--- config.mk ---
export PLATFORM = sky130hd
export DESIGN_NAME = id_ex_skid_flat
export DESIGN_NICKNAME = d
export VERILOG_FILES = /design/src/rtl/id_ex_skid_pkg.sv /design/src/rtl/id_ex_skid_if.sv /design/src/rtl/id_ex_skid_bypass.sv /design/src/rtl/id_ex_skid.sv /design/src/flat_wrapper.sv
export SDC_FILE = /design/constraint.sdc
export NUM_CORES = 1
export LEC_CHECK = 0
export ABC_AREA = 1
export BUFFER_PORTS_ARGS = -buffer_cell sky130_fd_sc_hd__buf_2
export CORE_AREA = 2 2 261 263
export CTS_BUF_LIST = sky130_fd_sc_hd__clkbuf_16
export DETAILED_ROUTE_END_ITERATION = 10
export DIE_AREA = 0 0 263 265
export PLACE_DENSITY = 0.55
export SETUP_SLACK_MARGIN = 0.05
export SKIP_LAST_GASP = 1
export SLEW_MARGIN = 20
export SYNTH_ARGS = -nofsm -noshare
export SYNTH_HDL_FRONTEND = slang
export SYNTH_SLANG_ARGS = --single-unit
--- constraint.sdc ---
create_clock -name clk -period 2.2 [get_ports clk]
set_input_delay 0.22 -clock clk [delete_from_list [all_inputs] [get_ports clk]]
set_output_delay 0.22 -clock clk [all_outputs]
set_load 0.03 [all_outputs]
--- src/rtl/id_ex_skid_pkg.sv ---
// Shared types and default widths for the elastic ID/EX pipeline register.
// The payload struct here is the default-width view used by tools and benches.
package id_ex_pkg;

  localparam int XLEN_DEF  = 32;
  localparam int RA_W_DEF  = 5;
  localparam int WB_W_DEF  = 3;
  localparam int M_W_DEF   = 3;
  localparam int EX_W_DEF  = 2;
  localparam int CNT_W_DEF = 16;

  typedef struct packed {
    logic [WB_W_DEF-1:0] wb;
    logic [M_W_DEF-1:0]  m;
    logic [EX_W_DEF-1:0] ex;
    logic [XLEN_DEF-1:0] rs1_data;
    logic [XLEN_DEF-1:0] rs2_data;
    logic [RA_W_DEF-1:0] rs1;
    logic [RA_W_DEF-1:0] rs2;
    logic [RA_W_DEF-1:0] rd;
    logic [XLEN_DEF-1:0] imm;
    logic [XLEN_DEF-1:0] pc;
  } id_ex_payload_t;

  // Occupancy of the output/skid pair: nothing, output only, or both.
  typedef enum logic [1:0] {
    EMPTY = 2'd0,
    ONE   = 2'd1,
    TWO   = 2'd2
  } id_ex_state_e;

endpackage

--- src/rtl/id_ex_skid_if.sv ---
// Decode-side and execute-side handshake plus payload of the ID/EX register.
// master = the surrounding pipeline (decode + execute), slave = the register.
interface id_ex_skid_if
  import id_ex_pkg::*;
#(
  parameter int XLEN = XLEN_DEF,
  parameter int RA_W = RA_W_DEF,
  parameter int WB_W = WB_W_DEF,
  parameter int M_W  = M_W_DEF,
  parameter int EX_W = EX_W_DEF
);

  logic            in_valid;
  logic            in_ready;
  logic [WB_W-1:0] in_wb;
  logic [M_W-1:0]  in_m;
  logic [EX_W-1:0] in_ex;
  logic [XLEN-1:0] in_rs1_data;
  logic [XLEN-1:0] in_rs2_data;
  logic [RA_W-1:0] in_rs1;
  logic [RA_W-1:0] in_rs2;
  logic [RA_W-1:0] in_rd;
  logic [XLEN-1:0] in_imm;
  logic [XLEN-1:0] in_pc;

  logic            out_valid;
  logic            out_ready;
  logic [WB_W-1:0] out_wb;
  logic [M_W-1:0]  out_m;
  logic [EX_W-1:0] out_ex;
  logic [XLEN-1:0] out_rs1_data;
  logic [XLEN-1:0] out_rs2_data;
  logic [RA_W-1:0] out_rs1;
  logic [RA_W-1:0] out_rs2;
  logic [RA_W-1:0] out_rd;
  logic [XLEN-1:0] out_imm;
  logic [XLEN-1:0] out_pc;

  modport master (
    output in_valid, in_wb, in_m, in_ex, in_rs1_data, in_rs2_data,
           in_rs1, in_rs2, in_rd, in_imm, in_pc,
    input  in_ready,
    input  out_valid, out_wb, out_m, out_ex, out_rs1_data, out_rs2_data,
           out_rs1, out_rs2, out_rd, out_imm, out_pc,
    output out_ready
  );

  modport slave (
    input  in_valid, in_wb, in_m, in_ex, in_rs1_data, in_rs2_data,
           in_rs1, in_rs2, in_rd, in_imm, in_pc,
    output in_ready,
    output out_valid, out_wb, out_m, out_ex, out_rs1_data, out_rs2_data,
           out_rs1, out_rs2, out_rd, out_imm, out_pc,
    input  out_ready
  );

endinterface

--- src/rtl/id_ex_skid_bypass.sv ---
// Combinational write-back patch of one payload: operand data whose source
// index matches a live register-file write (rd != x0) takes the written value.
module id_ex_bypass
  import id_ex_pkg::*;
#(
  parameter int  RA_W      = RA_W_DEF,
  parameter int  XLEN      = XLEN_DEF,
  parameter type payload_t = id_ex_payload_t
) (
  input  payload_t        pay_i,
  input  logic            wb_we_i,
  input  logic [RA_W-1:0] wb_rd_i,
  input  logic [XLEN-1:0] wb_data_i,
  output payload_t        pay_o
);

  logic wb_live;

  // NOTE: every output of a combinational block gets a default first, so no
  // path through the if-chain can leave it unassigned and infer a latch.
  always_comb begin
    pay_o   = pay_i;
    wb_live = wb_we_i && (wb_rd_i != '0);
    if (wb_live && (pay_i.rs1 == wb_rd_i)) pay_o.rs1_data = wb_data_i;
    if (wb_live && (pay_i.rs2 == wb_rd_i)) pay_o.rs2_data = wb_data_i;
  end

endmodule

--- src/rtl/id_ex_skid.sv ---
// Elastic ID/EX register: valid/ready with a one-entry skid, flush,
// write-back bypass into held and incoming entries, saturating stall counter.
module id_ex_skid
  import id_ex_pkg::*;
#(
  parameter int XLEN  = XLEN_DEF,
  parameter int RA_W  = RA_W_DEF,
  parameter int WB_W  = WB_W_DEF,
  parameter int M_W   = M_W_DEF,
  parameter int EX_W  = EX_W_DEF,
  parameter int CNT_W = CNT_W_DEF
) (
  input  logic             clk,
  input  logic             rst_n,
  id_ex_skid_if.slave      bus,
  input  logic             flush,
  input  logic             wb_we,
  input  logic [RA_W-1:0]  wb_rd,
  input  logic [XLEN-1:0]  wb_data,
  output logic [CNT_W-1:0] stall_cnt
);

  typedef struct packed {
    logic [WB_W-1:0] wb;
    logic [M_W-1:0]  m;
    logic [EX_W-1:0] ex;
    logic [XLEN-1:0] rs1_data;
    logic [XLEN-1:0] rs2_data;
    logic [RA_W-1:0] rs1;
    logic [RA_W-1:0] rs2;
    logic [RA_W-1:0] rd;
    logic [XLEN-1:0] imm;
    logic [XLEN-1:0] pc;
  } payload_t;

  id_ex_state_e     state_q, state_d;
  payload_t         out_q, out_d;
  payload_t         skid_q, skid_d;
  payload_t         in_pay, in_fix, out_fix, skid_fix;
  logic [CNT_W-1:0] stall_cnt_q, stall_cnt_d;

  logic out_valid, skid_valid, in_ready;
  logic accept, deliver;

  // Handshake flags depend on registered state only, so in_ready never
  // sees out_ready combinationally.
  assign out_valid  = (state_q != EMPTY);
  assign skid_valid = (state_q == TWO);
  assign in_ready   = !skid_valid;
  assign accept     = bus.in_valid && in_ready && !flush;
  assign deliver    = out_valid && bus.out_ready;

  always_comb begin
    in_pay          = '0;
    in_pay.wb       = bus.in_wb;
    in_pay.m        = bus.in_m;
    in_pay.ex       = bus.in_ex;
    in_pay.rs1_data = bus.in_rs1_data;
    in_pay.rs2_data = bus.in_rs2_data;
    in_pay.rs1      = bus.in_rs1;
    in_pay.rs2      = bus.in_rs2;
    in_pay.rd       = bus.in_rd;
    in_pay.imm      = bus.in_imm;
    in_pay.pc       = bus.in_pc;
  end

  id_ex_bypass #(.RA_W(RA_W), .XLEN(XLEN), .payload_t(payload_t)) u_byp_in (
    .pay_i     (in_pay),
    .wb_we_i   (wb_we),
    .wb_rd_i   (wb_rd),
    .wb_data_i (wb_data),
    .pay_o     (in_fix)
  );

  id_ex_bypass #(.RA_W(RA_W), .XLEN(XLEN), .payload_t(payload_t)) u_byp_out (
    .pay_i     (out_q),
    .wb_we_i   (wb_we),
    .wb_rd_i   (wb_rd),
    .wb_data_i (wb_data),
    .pay_o     (out_fix)
  );

  id_ex_bypass #(.RA_W(RA_W), .XLEN(XLEN), .payload_t(payload_t)) u_byp_skid (
    .pay_i     (skid_q),
    .wb_we_i   (wb_we),
    .wb_rd_i   (wb_rd),
    .wb_data_i (wb_data),
    .pay_o     (skid_fix)
  );

  // Invalid entries keep their old payload untouched so out_* stays quiet
  // while out_valid is low; only live entries take bypass patches.
  always_comb begin
    state_d = state_q;
    out_d   = out_valid  ? out_fix  : out_q;
    skid_d  = skid_valid ? skid_fix : skid_q;

    if (flush) begin
      state_d = EMPTY;
      out_d   = out_q;
      skid_d  = skid_q;
    end else begin
      unique case (state_q)
        EMPTY: begin
          if (accept) begin
            state_d = ONE;
            out_d   = in_fix;
          end
        end
        ONE: begin
          if (accept && deliver) begin
            out_d = in_fix;
          end else if (accept) begin
            state_d = TWO;
            skid_d  = in_fix;
          end else if (deliver) begin
            state_d = EMPTY;
            out_d   = out_q;
          end
        end
        TWO: begin
          if (deliver) begin
            state_d = ONE;
            out_d   = skid_fix;
            skid_d  = skid_q;
          end
        end
        default: state_d = EMPTY;
      endcase
    end
  end

  always_comb begin
    stall_cnt_d = stall_cnt_q;
    if (out_valid && !bus.out_ready && (stall_cnt_q != '1)) begin
      stall_cnt_d = stall_cnt_q + CNT_W'(1);
    end
  end

  // NOTE: the payload registers are reset too, so out_* reads all-zero the
  // moment rst_n drops instead of leaking a stale instruction.
  // NOTE: state updates use <= so every register samples pre-edge values.
  always_ff @(posedge clk or negedge rst_n) begin
    if (!rst_n) begin
      state_q     <= EMPTY;
      out_q       <= '0;
      skid_q      <= '0;
      stall_cnt_q <= '0;
    end else begin
      state_q     <= state_d;
      out_q       <= out_d;
      skid_q      <= skid_d;
      stall_cnt_q <= stall_cnt_d;
    end
  end

  assign bus.in_ready     = in_ready;
  assign bus.out_valid    = out_valid;
  assign bus.out_wb       = out_q.wb;
  assign bus.out_m        = out_q.m;
  assign bus.out_ex       = out_q.ex;
  assign bus.out_rs1_data = out_q.rs1_data;
  assign bus.out_rs2_data = out_q.rs2_data;
  assign bus.out_rs1      = out_q.rs1;
  assign bus.out_rs2      = out_q.rs2;
  assign bus.out_rd       = out_q.rd;
  assign bus.out_imm      = out_q.imm;
  assign bus.out_pc       = out_q.pc;
  assign stall_cnt        = stall_cnt_q;

endmodule

--- src/flat_wrapper.sv ---
// flat-port wrapper written by rule: the top's interface ports become plain ports
module id_ex_skid_flat import id_ex_pkg::*;
#(
  parameter int XLEN  = XLEN_DEF,
  parameter int RA_W  = RA_W_DEF,
  parameter int WB_W  = WB_W_DEF,
  parameter int M_W   = M_W_DEF,
  parameter int EX_W  = EX_W_DEF,
  parameter int CNT_W = CNT_W_DEF
)
  (clk, rst_n, flush, wb_we, wb_rd, wb_data, stall_cnt, bus_in_valid, bus_in_wb, bus_in_m, bus_in_ex, bus_in_rs1_data, bus_in_rs2_data, bus_in_rs1, bus_in_rs2, bus_in_rd, bus_in_imm, bus_in_pc, bus_in_ready, bus_out_valid, bus_out_wb, bus_out_m, bus_out_ex, bus_out_rs1_data, bus_out_rs2_data, bus_out_rs1, bus_out_rs2, bus_out_rd, bus_out_imm, bus_out_pc, bus_out_ready);
  id_ex_skid_if #(.XLEN(XLEN), .RA_W(RA_W), .WB_W(WB_W), .M_W(M_W), .EX_W(EX_W)) bus_i ();
  input  logic clk;
  input  logic rst_n;
  input  logic flush;
  input  logic wb_we;
  input  logic [RA_W-1:0] wb_rd;
  input  logic [XLEN-1:0] wb_data;
  output logic [CNT_W-1:0] stall_cnt;
  input wire logic [$bits(bus_i.in_valid)-1:0] bus_in_valid;
  input wire logic [$bits(bus_i.in_wb)-1:0] bus_in_wb;
  input wire logic [$bits(bus_i.in_m)-1:0] bus_in_m;
  input wire logic [$bits(bus_i.in_ex)-1:0] bus_in_ex;
  input wire logic [$bits(bus_i.in_rs1_data)-1:0] bus_in_rs1_data;
  input wire logic [$bits(bus_i.in_rs2_data)-1:0] bus_in_rs2_data;
  input wire logic [$bits(bus_i.in_rs1)-1:0] bus_in_rs1;
  input wire logic [$bits(bus_i.in_rs2)-1:0] bus_in_rs2;
  input wire logic [$bits(bus_i.in_rd)-1:0] bus_in_rd;
  input wire logic [$bits(bus_i.in_imm)-1:0] bus_in_imm;
  input wire logic [$bits(bus_i.in_pc)-1:0] bus_in_pc;
  output wire logic [$bits(bus_i.in_ready)-1:0] bus_in_ready;
  output wire logic [$bits(bus_i.out_valid)-1:0] bus_out_valid;
  output wire logic [$bits(bus_i.out_wb)-1:0] bus_out_wb;
  output wire logic [$bits(bus_i.out_m)-1:0] bus_out_m;
  output wire logic [$bits(bus_i.out_ex)-1:0] bus_out_ex;
  output wire logic [$bits(bus_i.out_rs1_data)-1:0] bus_out_rs1_data;
  output wire logic [$bits(bus_i.out_rs2_data)-1:0] bus_out_rs2_data;
  output wire logic [$bits(bus_i.out_rs1)-1:0] bus_out_rs1;
  output wire logic [$bits(bus_i.out_rs2)-1:0] bus_out_rs2;
  output wire logic [$bits(bus_i.out_rd)-1:0] bus_out_rd;
  output wire logic [$bits(bus_i.out_imm)-1:0] bus_out_imm;
  output wire logic [$bits(bus_i.out_pc)-1:0] bus_out_pc;
  input wire logic [$bits(bus_i.out_ready)-1:0] bus_out_ready;
  assign bus_i.in_valid = bus_in_valid;
  assign bus_i.in_wb = bus_in_wb;
  assign bus_i.in_m = bus_in_m;
  assign bus_i.in_ex = bus_in_ex;
  assign bus_i.in_rs1_data = bus_in_rs1_data;
  assign bus_i.in_rs2_data = bus_in_rs2_data;
  assign bus_i.in_rs1 = bus_in_rs1;
  assign bus_i.in_rs2 = bus_in_rs2;
  assign bus_i.in_rd = bus_in_rd;
  assign bus_i.in_imm = bus_in_imm;
  assign bus_i.in_pc = bus_in_pc;
  assign bus_in_ready = bus_i.in_ready;
  assign bus_out_valid = bus_i.out_valid;
  assign bus_out_wb = bus_i.out_wb;
  assign bus_out_m = bus_i.out_m;
  assign bus_out_ex = bus_i.out_ex;
  assign bus_out_rs1_data = bus_i.out_rs1_data;
  assign bus_out_rs2_data = bus_i.out_rs2_data;
  assign bus_out_rs1 = bus_i.out_rs1;
  assign bus_out_rs2 = bus_i.out_rs2;
  assign bus_out_rd = bus_i.out_rd;
  assign bus_out_imm = bus_i.out_imm;
  assign bus_out_pc = bus_i.out_pc;
  assign bus_i.out_ready = bus_out_ready;
  id_ex_skid #(.XLEN(XLEN), .RA_W(RA_W), .WB_W(WB_W), .M_W(M_W), .EX_W(EX_W), .CNT_W(CNT_W)) u_core (.clk(clk), .rst_n(rst_n), .bus(bus_i), .flush(flush), .wb_we(wb_we), .wb_rd(wb_rd), .wb_data(wb_data), .stall_cnt(stall_cnt));
endmodule
Yosys cells after proc, flatten, opt, wreduce, memory -nomap -nowiden
Cells that the tools add are included.
{ "totals": {"ram_bits": 0, "romBits": 0, "in_bits": 194, "output_inout_bits": 169, "latch_bits": 0, "reg_bits": 320, "mem_count": 0, "word_cells": 86} }
{ "op_classes": {"n_shift": 0, "mux": 25, "n_addsub": 1, "reduce_logical": 22, "div_mod_pow": 0, "n_mul": 0, "n_bitwise": 1, "eq_ne": 15, "n_lt_le_gt_ge": 0} }
{ "op_table": {"columns": ["cell", "count"], "rows": [
  ["$mux 151", 8],
  ["$pmux 151 s3", 1],
  ["$pmux 151 s2", 1],
  ["$mux 143", 2],
  ["$mux 32", 6],
  ["$eq 5x5->1", 6],
  ["$add 16x1->16 const B", 1],
  ["$ne 16x16->1 const B", 1],
  ["$logic_and 1x1->1", 13],
  ["$mux 2", 6],
  ["$ne 3x3->1 const B", 2],
  ["$pmux 2 s3", 1],
  ["$reduce_bool 5->1", 1],
  ["$ne 4x2->1 const B", 1],
  ["$ne 4x3->1 const B", 1],
  ["$reduce_and 2->1", 2],
  ["$reduce_and 4->1", 1],
  ["$logic_not 1->1", 3],
  ["$ne 3x2->1 const B", 1],
  ["$eq 2x1->1 const B", 1],
  ["$eq 2x2->1 const B", 1],
  ["$logic_not 2->1", 1],
  ["$ne 2x2->1 const B", 1],
  ["$reduce_bool 2->1", 1],
  ["$not 1->1", 1]
]} }

Depth between registers and ports, before layout
{ "depth": {"word_depth": 9, "depth_mapped": 14, "ltp_nobuf": 12} }

Hierarchy
Synthesis repeated with hierarchy kept, for this count alone.
{ "hier_totals": {"hier_cells": 3921, "area_unflattened_um2": 24374.6} }
{ "modules_own_cells": {"columns": ["mod", "instances", "seq_area_each_um2", "cells_each", "area_each_um2"], "rows": [
  ["id_ex_skid", 1, 8007.7, 2868, 18815.5],
  ["id_ex_bypass", 3, 0.0, 351, 1853.0]
]} }

Least setup slack after synthesis
No wires, ideal clock.
{ "synth_timing": {"path_kind": "register to register", "start": "reg u_core.out_q (netlist bit u_core.bus.out_rs2[4])", "end": "reg u_core.out_q (netlist bit u_core.bus.out_rs2_data[28])", "synth_period_minus_slack_ps": 1839, "path_buffers": 1, "path_stages_with_launch": 13, "setup_slack_ps": 361, "t_required_ps": 2084, "setup_ps": 116, "arrival_time_ps": 1723, "cell_sequence": "dfrtp_1 > inv_1 > nand2_1 > nand2_1 > nor3_2 > nand3_2 > nand2_1 > inv_2 > buf_6 > nand2_1 > nand2_1 > inv_1 > nand2_1"} }
{ "synth_via": {"elab_chain_cells": 8, "elab_cells_between_ends": 10, "classes_between": "eq/ne: 1; mux: 8; reduce/logical: 1"} }
{ "synth_rtl": {"columns": ["item", "line_no", "rtl"], "rows": [
  ["start, declared", "id_ex_skid.sv:37", "payload_t out_q, out_d;"],
  ["start signal, assigned", "id_ex_skid.sv:151", "out_q <= out_d;"],
  ["$eq 5x5->1 *", "id_ex_skid_bypass.sv:25", "if (wb_live && (pay_i.rs2 == wb_rd_i)) pay_o.rs2_data = wb_data_i;"],
  ["$logic_and 1x1->1 *", "id_ex_skid_bypass.sv:25", null],
  ["$mux 32 *", "id_ex_skid_bypass.sv:25", null],
  ["$mux 143 *", "id_ex_skid.sv:95", "out_d = out_valid ? out_fix : out_q;"],
  ["$mux 151", "id_ex_skid.sv:116", "end else if (deliver) begin"],
  ["$mux 151", "id_ex_skid.sv:113", "end else if (accept) begin"],
  ["$mux 151", "id_ex_skid.sv:111", "if (accept && deliver) begin"],
  ["$pmux 151 s3 *", "id_ex_skid.sv:103", "unique case (state_q)"]
]} }
Every way passes the cells marked *; elsewhere a longest branch is shown, timed or not. The select of a mux whose other input is x is not followed.
A chain may end at the register's enable or synchronous reset.

Final worst setup path
{ "layout_timing": {"start": "reg u_core.state_q[0]", "end": "reg u_core.out_q (netlist bit u_core.bus.out_rs2_data[30])"} }
{ "layout_via": {"elab_chain_cells": 7, "elab_cells_between_ends": 18, "classes_between": "eq/ne: 3; mux: 7; reduce/logical: 8"} }
{ "layout_rtl": {"columns": ["item", "line_no", "rtl"], "rows": [
  ["start, declared", "id_ex_skid.sv:36", "id_ex_state_e state_q, state_d;"],
  ["start signal, assigned", "id_ex_skid.sv:150", "state_q <= state_d;"],
  ["$eq 2x2->1", "id_ex_skid.sv:48, id_ex_skid.sv:103", null],
  ["$logic_not 1->1", "id_ex_skid.sv:49", "assign in_ready = !skid_valid;"],
  ["$logic_and 1x1->1 (2 in a row)", "id_ex_skid.sv:50", "assign accept = bus.in_valid && in_ready && !flush;"],
  ["$mux 151 or $logic_and 1x1->1 (tied branches)", "id_ex_skid.sv:113, id_ex_skid.sv:111", null],
  ["$mux 151 or $ne 4x3->1 (tied branches)", null, null],
  ["$pmux 151 s3 or $reduce_and 2->1 (tied branches)", null, null]
]} }
Parallel ways exist; a longest one is shown, timed or not. The select of a mux whose other input is x is not followed.

==> impl_metrics.toml <==
[status]
outcome = "complete, no violations"

[min_path]
whs_path_depth = 3
whs_endpoint = "u_core.bus.out_rs2_data[17]"
hold_path.startpoint = "wb_data[17]"
hold_path_class = "in -> reg"

[cts]
clk_latency_ps = 570
cts_setup_buffers = 0
htreeDepth = 2
cts_sinks = 320
clk_path_buf_depth = 3
clockRootBuffer = "clkbuf_16"
cts_tree = "yes"
numCtsBuffers = 41
path_clk_slew_ps = 60

[flow_run]
max-cap-violations = 0

[floorplan]
coreArea_mm2 = 0.0668
rows = 95
ioPinCount = 363
die-area_mm2 = 0.0697
initial_core_util_pct = 28.7
chipWidth_um = 263
die_h_um = 265

[drt]
totalWireLength_mm = 75.8
vias_per_cell = 4.87
drc = 0
drt_iter0_drc = 1721
dr_total_vias = 19600
dr.pass1.iters = 5
ant_nets = 0
wl_per_cell_um = 18.9

[logic_synthesis]
synth-edff-count = 0
synth-seq-cells = 320
netlist.area_leader.share_pct = 41.7
synth_area_mm2 = 0.0192
syn_avg_cell_area_um2 = 7.10
synth_nets = 2896
async_flop_share_pct = 100
ys.flop_type = "dfrtp_1"
yosysTopAreaCell = "dfrtp_1"
seq_area_frac_synth_pct = 41.7
yosysWarnings = 0
ys_top_cells_by_area = "dfrtp_1 (42%), nand2_1 (16%), nand3_1 (11%), inv_1 (5.8%), mux2_2 (4.2%)"
synth.distinct_cells = 39
synthCells = 2701

[power]
ir_worst_vdd_uv = 618
pwr_density_cell_mw_per_mm2 = 972
power_leakage_nw = 13.0

[worst_setup_path]
cp.required_ps = 2700
rr_endpoint = "u_core.bus.out_rs2_data[30]"
arrival_ps = 2510
reg2reg_slack_ps = 190
path_max_fanout = 29
r2r_start = "u_core.state_q[0]"
path_class = "reg -> reg"
cp-start-kind = "register"
r2r_cells = 7
cp-end-kind = "register"

[grt]
grt_pass1_vias = 18700
grt_max_degree = 122
grt_pass1_wl_mm = 115
grt_use_total_pct = 21.1
antenna_found_initial = 8
overflow = 0

[final_layout]
final.fill_count = 7155
fin_util_pct = 37.0
syn2layout_area_growth_pct = 28.7
final_nets = 3305
drive_gt1_share_pct = 19.3

[sta]
setup-violations-final = 0
min_period_ps = 2010
rsz0062_at_grt = "false"
finalCritPeriodShare_pct = 91.5
fmax_mhz = 497
slew_violations = 0
timing.setup.tns_ps = 0
relSlewSlack_pct = 37.7
fin_skew_ps = 10.8
worst_slew_pin_slew_ps = 933
hold_viol = 0

[placement]
portBuffers = 362
place.gp.congestion = 0.876
hpwl_mm = 50.8
per-layer routing:
layer	share of wire, %	vias to the layer above	GRT usage [%]
met3	9.6	104	6.65
met1	42	9185	27.5
met5	0.091	-	0
met2	46	750	33.7
met4	2.6	10	6.07
li1	-	9530	-
synth_stat cells (2+ instances only):
cell type  count
a21boi_0       9
a21oi_1       33
a22oi_1       81
buf_1         16
buf_2         62
buf_4         13
buf_6          2
clkbuf_1      77
dfrtp_1      320
inv_1        299
inv_2         14
mux2_2        71
nand2_1      837
nand2_2        6
nand3_1      414
nand3_2        3
nand4_1       56
nor2_1       162
nor2_2         6
nor2_4         3
nor3_1         6
nor3_2         2
nor3b_1        2
o211ai_1       4
o21ai_0      143
o21ai_1       14
o22ai_1        5
o31ai_1        2
xnor2_1       12
xor2_1        18
power breakdown:
group,switching (mW),internal [mW]
Combinational,5.51,2.99
Sequential,1.27,7.73
Clock,2.78,3.73
timing repair:
action / CTS / global route
endpoints found under the setup margin: 0 / 5
endpoints found under the hold margin: 383 / 0
resized for setup: 0 / 3
hold buffers: 99 / 0
cells by family after synthesis:
| logic type | synth area share, % |
|---|---|
| multiplexers | 4.17 |
| flip-flops | 41.7 |
| XOR/XNOR | 1.37 |
| buffers and inverters | 10.2 |
| AO/OA/AOI/OAI | 8.98 |
| adder cells (fa/ha/maj) | 0.0652 |
| AND/OR/NAND/NOR | 33.5 |
worst max path at each step:
| stage | from | end | slack, ps |
|---|---|---|---|
| floorplan | u_core.bus.out_rs2[4] | u_core.bus.out_rs2_data[28] | 360 |
| global placement | flush | u_core.skid_q[79] | 170 |
| detailed placement | flush | u_core.skid_q[98] | 110 |
| CTS | u_core.state_q[0] | u_core.bus.out_rs1_data[26] | 120 |
| global route | u_core.state_q[0] | u_core.bus.out_rs1_data[26] | 40 |
| finish | u_core.state_q[0] | u_core.bus.out_rs2_data[30] | 190 |
area by class of cell:
type | instances | area (µm²) | share of cell area (%)
antenna | 5 | 12.5 | 0.0507
sequential | 320 | 8010 | 32.4
clock inverter | 31 | 221 | 0.897
clock buffer | 41 | 1030 | 4.15
inverter | 314 | 1180 | 4.79
tap | 873 | 1090 | 4.42
timing repair buffer | 536 | 3870 | 15.7
multi-input combinational | 1897 | 9280 | 37.6
cell usage in the layout, fill, tap and decap left out, drive strengths merged, types with 5 or more instances in the layout:
cell type and instances:
a21oi 33, o211ai 5, nand3 417, buf 437, inv 321, o21ai 157, xnor2 12, mux2 71
a21boi 10, xor2 18, a22oi 81, nand2 843, nand4 56, diode 5, dlygate4sd3 99, nor3 9
nor2 171, o22ai 5, dfrtp 320, clkbuf 41, clkinv 19
state kept, by name (all words and copies together) (netlist names):
register / count
u_core.skid_q: 151
u_core.bus.out_imm: 32
u_core.bus.out_pc: 32
u_core.bus.out_rs1_data: 32
u_core.bus.out_rs2_data: 32
u_core.stall_cnt: 16
u_core.bus.out_rd: 5
u_core.bus.out_rs1: 5
u_core.bus.out_rs2: 5
u_core.bus.out_m: 3
u_core.bus.out_wb: 3
u_core.bus.out_ex: 2
u_core.state_q: 2
per-stage QoR:
step | power (mW) | cells | setup slack, ps | area [µm²] | hold WS, ps
2_1_floorplan | 14.3 | 2701 | 361 | 19200 | -75.6
6_report | 24.0 | 4017 | 187 | 24700 | 22.4
5_1_grt | 25.5 | 4014 | 44.3 | 24700 | 7.83
4_1_cts | 24.2 | 4012 | 122 | 24700 | 2.21
3_5_place_dp | 17.4 | 3841 | 107 | 22400 | 126
3_3_place_gp | 17.3 | 3841 | 166 | 22400 | 123
worst max-delay path, cell delays in order, from the launching register on:
cell and delay (ps):
dfrtp_1 390, buf_4 150, nand2_1 80, inv_1 80, nor2_4 730, buf_4 370, nand2_1 90, nand2_1 60
(Power assumes the default switching activity.)
